`src/rtl/dmem_pkg.sv`:
```
// -----------------------------------------------------------------------------
// dmem_pkg
// Shared definitions for the data-memory arbiter:
//   - memory command codes driven on mem_rw (MEM_NOP / MEM_WRITE / MEM_READ)
//   - access size codes driven on mem_wb (SZ_WORD / SZ_BYTE)
//   - the sequencer state encoding (IDLE, ISSUE, RESP)
//   - rw_legal(): true only for the two command codes the memory understands
// -----------------------------------------------------------------------------
package dmem_pkg;

   localparam logic [1:0] MEM_NOP   = 2'b00;
   localparam logic [1:0] MEM_WRITE = 2'b01;
   localparam logic [1:0] MEM_READ  = 2'b10;

   localparam logic SZ_WORD = 1'b0;
   localparam logic SZ_BYTE = 1'b1;

   typedef enum logic [1:0] {
      IDLE  = 2'd0,
      ISSUE = 2'd1,
      RESP  = 2'd2
   } state_t;

   // 2'b00 and 2'b11 are not commands; they are answered with an error ack.
   function automatic logic rw_legal(input logic [1:0] rw);
      return (rw == MEM_WRITE) || (rw == MEM_READ);
   endfunction

endpackage

```
`src/rtl/dmem_arbiter_if.sv`:
```
// -----------------------------------------------------------------------------
// dmem_arbiter_if
// Bundles the two requester ports and the memory command bus of the data-memory
// arbiter.
//   Port p (p = 0, 1):
//     reqp    requester -> arbiter  request, held with stable fields until ackp
//     rwp     requester -> arbiter  2'b10 read, 2'b01 write, 00/11 illegal
//     wbp     requester -> arbiter  0 word, 1 byte
//     addrp   requester -> arbiter  byte address
//     wdatap  requester -> arbiter  store data
//     ackp    arbiter -> requester  one-cycle completion pulse
//     rdatap  arbiter -> requester  read data, valid while ackp
//     errp    arbiter -> requester  error flag, valid while ackp
//   stall0    arbiter -> port 0     req0 & ~ack0 (pipeline hold)
//   Memory bus:
//     mem_addr/mem_wdata/mem_rw/mem_wb  arbiter -> memory
//     mem_rdata                         memory  -> arbiter
// Modports: slave = the arbiter's view, master = requesters plus memory.
// -----------------------------------------------------------------------------
interface dmem_arbiter_if #(
   parameter int DATA_W = 32
);
   logic              req0;
   logic [1:0]        rw0;
   logic              wb0;
   logic [DATA_W-1:0] addr0;
   logic [DATA_W-1:0] wdata0;
   logic              ack0;
   logic [DATA_W-1:0] rdata0;
   logic              err0;
   logic              stall0;

   logic              req1;
   logic [1:0]        rw1;
   logic              wb1;
   logic [DATA_W-1:0] addr1;
   logic [DATA_W-1:0] wdata1;
   logic              ack1;
   logic [DATA_W-1:0] rdata1;
   logic              err1;

   logic [DATA_W-1:0] mem_addr;
   logic [DATA_W-1:0] mem_wdata;
   logic [1:0]        mem_rw;
   logic              mem_wb;
   logic [DATA_W-1:0] mem_rdata;

   modport slave (
      input  req0, rw0, wb0, addr0, wdata0,
      output ack0, rdata0, err0, stall0,
      input  req1, rw1, wb1, addr1, wdata1,
      output ack1, rdata1, err1,
      output mem_addr, mem_wdata, mem_rw, mem_wb,
      input  mem_rdata
   );

   modport master (
      output req0, rw0, wb0, addr0, wdata0,
      input  ack0, rdata0, err0, stall0,
      output req1, rw1, wb1, addr1, wdata1,
      input  ack1, rdata1, err1,
      input  mem_addr, mem_wdata, mem_rw, mem_wb,
      output mem_rdata
   );

endinterface

```
`src/rtl/dmem_arbiter.sv`:
```
// -----------------------------------------------------------------------------
// dmem_arbiter
// Two-requester arbiter and sequencer in front of the byte-addressed data
// memory. Port 0 (pipeline MEM stage) has priority; port 1 (loader/debug) is
// force-granted after STARVE_LIMIT consecutive lost arbitrations.
// Each access takes three cycles: IDLE latches the winner, ISSUE drives the
// memory bus for exactly one cycle (write commits / read data captured at its
// closing edge), RESP presents a one-cycle ack to the winner.
//
// Ports:
//   clk  clock (memory writes on posedge, reads on negedge)
//   rst  synchronous active-high reset
//   bus  dmem_arbiter_if.slave: both requester ports and the memory bus
//
// Build option:
//   DMEM_ARB_ERR_CHECK_EN  when defined, misaligned word accesses and accesses
//                          reaching past MEM_DEPTH are answered with err=1 and
//                          never reach the memory. When undefined, only illegal
//                          rw codes raise err.
// -----------------------------------------------------------------------------
module dmem_arbiter
   import dmem_pkg::*;
#(
   parameter int DATA_W       = 32,
   parameter int MEM_DEPTH    = 1024,
   parameter int STARVE_LIMIT = 4
) (
   input  logic            clk,
   input  logic            rst,
   dmem_arbiter_if.slave   bus
);

`ifdef DMEM_ARB_ERR_CHECK_EN
   localparam bit CHECK_EN = 1'b1;
`else
   localparam bit CHECK_EN = 1'b0;
`endif

   localparam int CNT_W = $clog2(STARVE_LIMIT + 1);
   localparam logic [CNT_W-1:0] CNT_MAX = CNT_W'(STARVE_LIMIT);

   // ---------------------------------------------------------------- state
   state_t            state_reg, state_next;
   logic [CNT_W-1:0]  starve_reg, starve_next;

   // latched command of the current winner
   logic [1:0]        cmd_rw_reg;
   logic              cmd_err_reg;
   logic              cmd_port_reg;

   // memory command bus
   logic [DATA_W-1:0] mem_addr_reg;
   logic [DATA_W-1:0] mem_wdata_reg;
   logic [1:0]        mem_rw_reg;
   logic              mem_wb_reg;

   // per-port response registers
   logic              ack_reg   [2];
   logic              err_reg   [2];
   logic [DATA_W-1:0] rdata_reg [2];

   // ---------------------------------------------------------- arbitration
   logic              any_req;
   logic              grant1;
   logic [1:0]        sel_rw;
   logic              sel_wb;
   logic [DATA_W-1:0] sel_addr;
   logic [DATA_W-1:0] sel_wdata;
   logic [DATA_W:0]   span_end;
   logic              range_err;
   logic              sel_err;

   always_comb begin
      any_req = bus.req0 | bus.req1;
      // Port 1 wins when alone, or when it has been starved long enough.
      grant1  = bus.req1 & (~bus.req0 | (starve_reg == CNT_MAX));

      sel_rw    = grant1 ? bus.rw1    : bus.rw0;
      sel_wb    = grant1 ? bus.wb1    : bus.wb0;
      sel_addr  = grant1 ? bus.addr1  : bus.addr0;
      sel_wdata = grant1 ? bus.wdata1 : bus.wdata0;

      // Last byte touched by the access, computed one bit wider so an address
      // near the top of the range cannot wrap and look in-bounds.
      span_end  = {1'b0, sel_addr} + ((sel_wb == SZ_BYTE) ? (DATA_W+1)'(0) : (DATA_W+1)'(3));
      range_err = ((sel_wb == SZ_WORD) && (sel_addr[1:0] != 2'b00)) ||
                  (span_end >= (DATA_W+1)'(MEM_DEPTH));

      sel_err   = ~rw_legal(sel_rw) | (CHECK_EN & range_err);
   end

   // ------------------------------------------------ next-state / counter
   always_comb begin
      state_next  = state_reg;
      starve_next = starve_reg;
      case (state_reg)
         IDLE: begin
            if (any_req) begin
               state_next = ISSUE;
            end
            // The counter tracks consecutive IDLE arbitrations port 1 lost.
            if (!bus.req1 || grant1) begin
               starve_next = '0;
            end else if (starve_reg != CNT_MAX) begin
               starve_next = starve_reg + CNT_W'(1);
            end
         end
         ISSUE:   state_next = RESP;
         RESP:    state_next = IDLE;
         default: state_next = IDLE;
      endcase
   end

   // ---------------------------------------------- state and command regs
   always_ff @(posedge clk) begin
      if (rst) begin
         state_reg     <= IDLE;
         starve_reg    <= '0;
         cmd_rw_reg    <= MEM_NOP;
         cmd_err_reg   <= 1'b0;
         cmd_port_reg  <= 1'b0;
         mem_addr_reg  <= '0;
         mem_wdata_reg <= '0;
         mem_rw_reg    <= MEM_NOP;
         mem_wb_reg    <= 1'b0;
      end else begin
         state_reg  <= state_next;
         starve_reg <= starve_next;
         case (state_reg)
            IDLE: begin
               if (any_req) begin
                  cmd_rw_reg    <= sel_rw;
                  cmd_err_reg   <= sel_err;
                  cmd_port_reg  <= grant1;
                  mem_addr_reg  <= sel_addr;
                  mem_wdata_reg <= sel_wdata;
                  mem_wb_reg    <= sel_wb;
                  // An erroneous command never reaches the memory.
                  mem_rw_reg    <= sel_err ? MEM_NOP : sel_rw;
               end
            end
            ISSUE: begin
               mem_rw_reg <= MEM_NOP;
            end
            default: begin
               mem_rw_reg <= MEM_NOP;
            end
         endcase
      end
   end

   // -------------------------------------------------- per-port responses
   // The response for the winning port is loaded at the closing edge of
   // ISSUE, so it is visible exactly during RESP and cleared afterwards.
   generate
      for (genvar gi = 0; gi < 2; gi++) begin : g_resp
         always_ff @(posedge clk) begin
            if (rst) begin
               ack_reg[gi]   <= 1'b0;
               err_reg[gi]   <= 1'b0;
               rdata_reg[gi] <= '0;
            end else if ((state_reg == ISSUE) && (cmd_port_reg == 1'(gi))) begin
               ack_reg[gi]   <= 1'b1;
               err_reg[gi]   <= cmd_err_reg;
               rdata_reg[gi] <= ((cmd_rw_reg == MEM_READ) && !cmd_err_reg) ? bus.mem_rdata : '0;
            end else begin
               ack_reg[gi]   <= 1'b0;
               err_reg[gi]   <= 1'b0;
               rdata_reg[gi] <= '0;
            end
         end
      end
   endgenerate

   // ------------------------------------------------------------- outputs
   // A reset raised while the ack is on the bus hides it immediately so the
   // requester never sees a completion for an access that is being abandoned.
   assign bus.ack0   = ack_reg[0] & ~rst;
   assign bus.err0   = err_reg[0] & ~rst;
   assign bus.rdata0 = rdata_reg[0];
   assign bus.ack1   = ack_reg[1] & ~rst;
   assign bus.err1   = err_reg[1] & ~rst;
   assign bus.rdata1 = rdata_reg[1];
   assign bus.stall0 = bus.req0 & ~bus.ack0;

   assign bus.mem_addr  = mem_addr_reg;
   assign bus.mem_wdata = mem_wdata_reg;
   assign bus.mem_rw    = mem_rw_reg;
   assign bus.mem_wb    = mem_wb_reg;

endmodule
```
`src/flat_wrapper.sv`:
```
// flat-port wrapper written by rule: the top's interface ports become plain ports
module dmem_arbiter_flat import dmem_pkg::*;
#(
   parameter int DATA_W       = 32,
   parameter int MEM_DEPTH    = 1024,
   parameter int STARVE_LIMIT = 4
)
  (clk, rst, bus_req0, bus_rw0, bus_wb0, bus_addr0, bus_wdata0, bus_ack0, bus_rdata0, bus_err0, bus_stall0, bus_req1, bus_rw1, bus_wb1, bus_addr1, bus_wdata1, bus_ack1, bus_rdata1, bus_err1, bus_mem_addr, bus_mem_wdata, bus_mem_rw, bus_mem_wb, bus_mem_rdata);
  dmem_arbiter_if #(.DATA_W(DATA_W)) bus_i ();
  input  logic clk;
  input  logic rst;
  input wire logic [$bits(bus_i.req0)-1:0] bus_req0;
  input wire logic [$bits(bus_i.rw0)-1:0] bus_rw0;
  input wire logic [$bits(bus_i.wb0)-1:0] bus_wb0;
  input wire logic [$bits(bus_i.addr0)-1:0] bus_addr0;
  input wire logic [$bits(bus_i.wdata0)-1:0] bus_wdata0;
  output wire logic [$bits(bus_i.ack0)-1:0] bus_ack0;
  output wire logic [$bits(bus_i.rdata0)-1:0] bus_rdata0;
  output wire logic [$bits(bus_i.err0)-1:0] bus_err0;
  output wire logic [$bits(bus_i.stall0)-1:0] bus_stall0;
  input wire logic [$bits(bus_i.req1)-1:0] bus_req1;
  input wire logic [$bits(bus_i.rw1)-1:0] bus_rw1;
  input wire logic [$bits(bus_i.wb1)-1:0] bus_wb1;
  input wire logic [$bits(bus_i.addr1)-1:0] bus_addr1;
  input wire logic [$bits(bus_i.wdata1)-1:0] bus_wdata1;
  output wire logic [$bits(bus_i.ack1)-1:0] bus_ack1;
  output wire logic [$bits(bus_i.rdata1)-1:0] bus_rdata1;
  output wire logic [$bits(bus_i.err1)-1:0] bus_err1;
  output wire logic [$bits(bus_i.mem_addr)-1:0] bus_mem_addr;
  output wire logic [$bits(bus_i.mem_wdata)-1:0] bus_mem_wdata;
  output wire logic [$bits(bus_i.mem_rw)-1:0] bus_mem_rw;
  output wire logic [$bits(bus_i.mem_wb)-1:0] bus_mem_wb;
  input wire logic [$bits(bus_i.mem_rdata)-1:0] bus_mem_rdata;
  assign bus_i.req0 = bus_req0;
  assign bus_i.rw0 = bus_rw0;
  assign bus_i.wb0 = bus_wb0;
  assign bus_i.addr0 = bus_addr0;
  assign bus_i.wdata0 = bus_wdata0;
  assign bus_ack0 = bus_i.ack0;
  assign bus_rdata0 = bus_i.rdata0;
  assign bus_err0 = bus_i.err0;
  assign bus_stall0 = bus_i.stall0;
  assign bus_i.req1 = bus_req1;
  assign bus_i.rw1 = bus_rw1;
  assign bus_i.wb1 = bus_wb1;
  assign bus_i.addr1 = bus_addr1;
  assign bus_i.wdata1 = bus_wdata1;
  assign bus_ack1 = bus_i.ack1;
  assign bus_rdata1 = bus_i.rdata1;
  assign bus_err1 = bus_i.err1;
  assign bus_mem_addr = bus_i.mem_addr;
  assign bus_mem_wdata = bus_i.mem_wdata;
  assign bus_mem_rw = bus_i.mem_rw;
  assign bus_mem_wb = bus_i.mem_wb;
  assign bus_i.mem_rdata = bus_mem_rdata;
  dmem_arbiter #(.DATA_W(DATA_W), .MEM_DEPTH(MEM_DEPTH), .STARVE_LIMIT(STARVE_LIMIT)) u_core (.clk(clk), .rst(rst), .bus(bus_i));
endmodule
```
`config.mk`:
```
export PLATFORM = sky130hd
export DESIGN_NAME = dmem_arbiter_flat
export DESIGN_NICKNAME = d
export VERILOG_FILES = /design/src/rtl/dmem_pkg.sv /design/src/rtl/dmem_arbiter_if.sv /design/src/rtl/dmem_arbiter.sv /design/src/flat_wrapper.sv
export SDC_FILE = /design/constraint.sdc
export NUM_CORES = 1
export LEC_CHECK = 0
export CORE_ASPECT_RATIO = 1.1
export CORE_MARGIN = 2
export CORE_UTILIZATION = 45
export CTS_CLUSTER_DIAMETER = 30
export CTS_CLUSTER_SIZE = 25
export DETAILED_ROUTE_END_ITERATION = 7
export DONT_BUFFER_PORTS = 1
export PLACE_DENSITY = 0.56
export SETUP_SLACK_MARGIN = 0.1
export SLEW_MARGIN = 20
export SYNTH_ARGS = -nofsm -noshare
export SYNTH_HDL_FRONTEND = slang
export SYNTH_SLANG_ARGS = --single-unit
export TNS_END_PERCENT = 50
```
`constraint.sdc`:
```
create_clock -name clk -period 5.89 [get_ports clk]
set_clock_uncertainty 0.2 [all_clocks]
set_input_delay 0.589 -clock clk [delete_from_list [all_inputs] [get_ports clk]]
set_output_delay 0.589 -clock clk [all_outputs]
set_load 0.005 [all_outputs]
```
==> summary.txt, run 1 <==
Status
  • Status: finished clean

Layout
  • Nets: 794
  • Syn-to-layout area delta: 11.9%
  • Finished Core Util: 51.1%
  • Fillers: 1378
  • Seq. cell area: 0.00356 sq mm
  • Area of the multi-input gates: 0.00313 sq mm
  • Share of cells above drive strength 1: 9.95%
  • Finished Cell Area: 0.00766 sq mm
  • Max reg flops: 64

Synth
  • Synthesized flop and latch total: 144
  • Post-synthesis cell area: 0.00685 sq mm
  • Post-synthesis sequential area ratio: 52.0%
  • Yosys warns: 0
  • Mean Syn Cell Area: 11.2 sq um
  • Mapped Cells: 612
  • Netlist cell types: 41

Clock network
  • Max Root-Sink Buffers: 2
  • Num Clock Sinks: 144
  • TritonCTS clock tree: yes
  • Clock transition at path regs: 70 ps
  • Post-cts sizing count: 0
  • Postcts setup bufs: 0
  • Clk root buf: clkbuf_16
  • Cts hold-fix bufs: 0
  • Htree depth: 4
  • Total CTS buffers: 17
  • Clock latency on the worst-skew pair: 410 ps

Worst setup path
  • CP Capture Type: flop
  • Critical path buffers and inverters: 1
  • Worst Path Required: 6000 ps
  • Max incr delay on CP: 780 ps
  • WP data arrival: 2900 ps
  • Critical Path Fanout Max: 74
  • Critical path class: flop to flop
  • Startpoint Class: flop
  • Delay-heaviest family, CP: simple AND/OR/NAND/NOR gates
  • Worst-path cell chain: or2_4 > buf_4 > a2111oi_0 > nor4_1
  • Slowest cell on the critical path: buf_4

Timing
  • Final WS setup: 3100 ps
  • Period utilization: 47.3%
  • FMAX: 359 MHz
  • Max Slew Vio Count: 0
  • Tmin final: 2790 ps
  • Worst Tran Pin Value: 1040 ps
  • RSZ-0062 raised after global routing: false
  • Final hold violations: 0
  • Slew headroom: 30.6%
  • Setup TNS Final: 0 ps
  • Setup-failing EPs final: 0

Floorplan
  • Die height: 133 microns
  • Die width: 122 microns
  • I/O Pins: 306
  • Starting density of the core: 45.7%
  • Die Footprint: 0.0162 sq mm
  • Row count: 47
  • Core ar.: 0.0150 sq mm

Pwr
  • Clk pwr share: 45.6%
  • Gate power share: 9.5%
  • VDD IR-drop max: 0.195 mV
  • Overall Power: 2.64 mW
  • Pint: 1.97 mW
  • Pleak: 2.68 nW
  • Net switching share of the total power: 25.3%
  • Cell Pwr Density: 344 mW/mm^2
  • Switching pwr: 0.667 mW
  • Sequential power share: 44.9%

Global routing
  • Pin count of the biggest net entering global routing: 141
  • Vias in the first global route: 5179
  • Antenna violations before repair: 2
  • GRT Total Usage: 22.7%
  • First-pass GRT wire length: 29000 microns
  • Gr ovfl total: 0

Place
  • Port bufs: 0
  • Setup WS pre-CTS: 3200 ps
  • DP Wirelength: 11700 microns
  • Gpl congestion: 0.768
  • DP Area: 0.00700 sq mm

Routing
  • Iteration-0 DRC count of the detailed router: 484
  • DRC: 0
  • First-pass DRT Iterations: 5
  • Post-route ant nets: 0
  • Vias per cell: 6.40
  • WL/cell: 22.9 microns
  • Vias: 5309
  • Final wirelength: 19000 microns

Flow run
  • Maximum capacitance violations: 0

Hold path
  • Hold Path Class: input port to flop
## area by class of cell
class	instances	share of cell area [%]
Timing Repair Buffer	6	0.588
Multi-Input combinational cell	447	40.9
Tap cell	196	3.20
Inverter	4	0.196
Clock inverter	15	3.04
Clock buffer	17	5.55
Antenna cell	1	0.0327
Sequential cell	144	46.5
## power by group through the flow
stage	combinational, mW	clock [mW]	sequential, mW
4_1_cts	0.250	1.22	1.19
2_1_floorplan	0.237	0	1.18
3_5_place_dp	0.250	0	1.21
3_3_place_gp	0.241	0	1.21
5_1_grt	0.280	1.26	1.19
6_report	0.252	1.20	1.18
## per-stage QoR
stage          instances  hold slack, ps
5_1_grt              830            27.9
2_1_floorplan        679             249
3_5_place_dp         797             269
3_3_place_gp         797             250
4_1_cts              829            32.2
6_report             830            48.6
## metal layers
metal	track usage [%]	vias to the layer above	part of all wire, %
li1	-	2396	-
met1	27.0	2571	37
met2	37.9	308	50
met3	8.09	32	10
met4	8.37	2	2.2
met5	0	-	0.058
## worst register-to-register path: stages (launching register included)
cell and delay, ps:
dfxtp_1 440, or2_4 660, buf_4 780, a2111oi_0 270
nor4_1 350
## worst paths after layout
check / to / cells past startpoint / startpoint / slack, ps
setup / recovery: u_core.bus.mem_wdata[11] / 4 / u_core.state_reg[1] / 3100
hold / removal: u_core.bus.mem_wdata[8] / 1 / rst / 50
setup reg to reg: u_core.bus.mem_wdata[11] / 4 / u_core.state_reg[1] / 3100
hold reg to reg: u_core.starve_reg[0] / 2 / u_core.starve_reg[0] / 270
## cell families after synthesis
group | synth area share, %
compound gates | 17.5
fa+ha+maj | 0.731
buf+inv | 6.25
flops | 52.0
mux | 0.292
other cells | 0.0548
simple gates | 23.1
## synth_stat cells (all sizes together)
| master | number | area [sq um] |
|---|---|---|
| a32oi | 2 | 17.5 |
| o211ai | 1 | 7.51 |
| a21boi | 1 | 11.3 |
| nor3 | 3 | 15.0 |
| dfxtp | 76 | 1520 |
| a21oi | 72 | 360 |
| and2b | 1 | 7.51 |
| nor3b | 2 | 20.0 |
| nand3 | 3 | 15.0 |
| nand4 | 2 | 12.5 |
| nor2b | 6 | 37.5 |
| nor2 | 3 | 13.8 |
| clkbuf | 56 | 216 |
| nor4 | 65 | 407 |
| o21ai | 2 | 10.0 |
| and3 | 34 | 213 |
| a21bo | 1 | 16.3 |
| conb | 1 | 3.75 |
| ha | 4 | 50.1 |
| nand2b | 1 | 6.26 |
| a211oi | 2 | 15.0 |
| or2 | 2 | 12.5 |
| inv | 4 | 15.0 |
| nand2 | 3 | 11.3 |
| nor4b | 66 | 584 |
| a2111oi | 65 | 763 |
| buf | 28 | 196 |
| edfxtp | 68 | 2040 |
| mux2i | 2 | 20.0 |
| and2 | 36 | 225 |
## cell usage in the layout, fill, tap and decap left out, drive strengths merged, types with 3 or more instances in the layout
cell | netlist | final
clkinv | 0 | 4
bufinv | 0 | 5
nand3 | 3 | 3
nor2b | 6 | 6
and2 | 36 | 36
buf | 28 | 6
inv | 4 | 8
nor2 | 3 | 3
nor4 | 65 | 65
nor3 | 3 | 3
dfxtp | 76 | 76
nor4b | 66 | 66
clkbuf | 56 | 17
and3 | 34 | 34
a21oi | 72 | 72
a2111oi | 65 | 65
edfxtp | 68 | 68
nand2 | 3 | 3
ha | 4 | 4
conb | 1 | 68
(Power assumes the default switching activity.)
==> run 2: changes to the inputs <==
--- a/config.mk
+++ b/config.mk
@@ -12,7 +12,7 @@
 export CTS_CLUSTER_SIZE = 25
 export DETAILED_ROUTE_END_ITERATION = 7
 export DONT_BUFFER_PORTS = 1
-export PLACE_DENSITY = 0.56
+export PLACE_DENSITY = 0.58
 export SETUP_SLACK_MARGIN = 0.1
 export SLEW_MARGIN = 20
 export SYNTH_ARGS = -nofsm -noshare
==> constraint.sdc (replaced) <==
create_clock -name clk -period 2.4 [get_ports clk]
set_clock_uncertainty 0.2 [all_clocks]
set_input_delay 0.24 -clock clk [delete_from_list [all_inputs] [get_ports clk]]
set_output_delay 0.24 -clock clk [all_outputs]
set_load 0.005 [all_outputs]
==> summary.txt, run 2 (synthesis results as in run 1) <==
Status
  • Status: finished with violations
  • Failing checks: negative hold slack

Timing
  • Tmin final: 2340 ps (-448 ps)
  • Max Slew Vio Count: 0 (unchanged)
  • Period utilization: 97.5% (+50 points)
  • FMAX: 427 MHz (+19%)
  • Setup TNS Final: 0 ps (unchanged)
  • Fin Hold WS: -27.8 ps (-76.4 ps)
  • Setup-failing EPs final: 0 (unchanged)
  • Final hold violations: 10 (+10)
  • Worst Tran Pin Value: 928 ps (-112 ps)
  • Slew headroom: 37.9% (+7.3 points)
  • RSZ-0062 raised after global routing: true

Layout
  • Non-filler instance count after layout: 1007 (+21%)
  • Share of cells above drive strength 1: 9.00% (-0.95 points)
  • Nets: 972 (+22%)
  • Commonest non-fill, non-tap cell in the layout: dlygate4sd3_1
  • Finished Cell Area: 0.00948 sq mm (+24%)
  • Max reg flops: 64 (unchanged)
  • Fillers: 1158 (-16%)
  • Syn-to-layout area delta: 38.5%
  • Commonest non-fill, non-tap cells in the layout: dlygate4sd3_1, dfxtp_1, a21oi_1, edfxtp_1, conb_1
  • Antenna cells: 0 (-1)
  • Area of the multi-input gates: 0.00314 sq mm (+0.32%)
  • Seq. cell area: 0.00356 sq mm (unchanged)

Pwr
  • Overall Power: 6.45 mW (+140%)
  • VDD IR-drop max: 0.451 mV (+130%)
  • Pleak: 3.44 nW (+28%)
  • Cell Pwr Density: 680 mW/mm^2 (+97%)

Clock network
  • Clock latency on the worst-skew pair: 410 ps (about the same)
  • Clk root buf: clkbuf_16
  • TritonCTS clock tree: yes
  • Total CTS buffers: 17 (unchanged)
  • Max Root-Sink Buffers: 2 (unchanged)
  • Htree depth: 4 (unchanged)
  • Num Clock Sinks: 144 (unchanged)
  • Clock transition at path regs: 60 ps (about the same)

Place
  • Gpl congestion: 0.836 (+8.8%)
  • DP Wirelength: 11700 microns (+0.24%)
  • Port bufs: 0 (unchanged)
  • DP Area: 0.00714 sq mm (+2.0%)
  • Inst Count DP: 804 (+0.88%)

Hold path
  • Hold Path Class: input port to flop

Floorplan
  • I/O Pins: 306 (unchanged)
  • Starting density of the core: 45.7% (unchanged)
  • Die height: 133 microns (unchanged)
  • Core ar.: 0.0150 sq mm (unchanged)
  • Die Footprint: 0.0162 sq mm (unchanged)
  • Row count: 47 (unchanged)
  • Die width: 122 microns (unchanged)

Global routing
  • Gr ovfl total: 0 (unchanged)
  • Antenna violations before repair: 0 (-2)
  • GRT Total Usage: 25.5% (+2.8 points)
  • First-pass GRT wire length: 32700 microns (+13%)
  • Pin count of the biggest net entering global routing: 141 (unchanged)
  • Vias in the first global route: 6167 (+19%)

Worst setup path
  • Critical path class: flop to flop
  • Worst Path Required: 2470 ps (-3530 ps)
  • Startpoint Class: flop
  • Critical Path Fanout Max: 44 (-41%)
  • CP Capture Type: flop
  • WP data arrival: 2410 ps (-490 ps)

Flow run
  • Maximum capacitance violations: 0 (unchanged)

Routing
  • Vias per cell: 6.09 (-4.8%)
  • DRC: 0 (unchanged)
  • Post-route ant nets: 0 (unchanged)
  • Final wirelength: 21600 microns (+13%)
  • Vias: 6130 (+15%)
  • Iteration-0 DRC count of the detailed router: 542 (+12%)
  • First-pass DRT Iterations: 5 (unchanged)
  • WL/cell: 21.4 microns (-6.6%)
## run 2: layout make-up
cell class / count / area share [%]
clock buffers: 19 / 4.57
inverters: 4 / 0.158
repair buffers: 184 / 20.5
multi-input cells: 447 / 33.2
flip-flops and latches: 144 / 37.6
clock inverters: 13 / 1.47
well taps: 196 / 2.59
## run 2: path summary, 6_finish.rpt
kind                                            from                       end  slack (ps)  cells after the start
worst min register to register  u_core.starve_reg[0]      u_core.starve_reg[0]         290                      2
worst min-delay path                        bus_req1  u_core.bus.mem_wdata[21]         -30                      2
worst max-delay path            u_core.starve_reg[0]  u_core.bus.mem_wdata[12]          60                      6
worst max register to register  u_core.starve_reg[0]  u_core.bus.mem_wdata[12]          60                      6
## run 2: layer usage
layer	wire, microns	GRT usage, %	vias up
met2	10800	43.2	397
met1	8190	29.9	2916
met5	0	0	-
met4	562	9.71	0
met3	2040	8.56	58
li1	-	-	2759
## run 2: where the power goes
group          leakage, nW  internal, mW  switching [mW]
combinational         1.83         0.457           0.516
clock                0.269          1.53            1.03
sequential            1.33          2.76           0.156
## run 2: timing repair
item / 4_1_cts / 5_1_grt
hold buffers: 166 / 1
resized for setup: 0 / 8
buffers inserted: 0 / 2
setup endpoints to repair: 0 / 21
hold endpoints to repair: 142 / 12
## run 2: critical path, cell delays in order (launching register included)
cell and delay [ps]:
dfxtp_1 350, inv_1 70, ha_1 260, a21bo_4 340, buf_12 250, a2111oi_0 590
nor4_1 120
## run 2: per-stage QoR
step	utilization (%)	hold WS [ps]	worst slack [ps]
floorplan	-	238	279
global placement	47.6	124	329
detailed placement	47.6	127	158
CTS	62.6	-191	125
global route	63.2	2.05	16.4
finish	63.2	-27.8	59.2
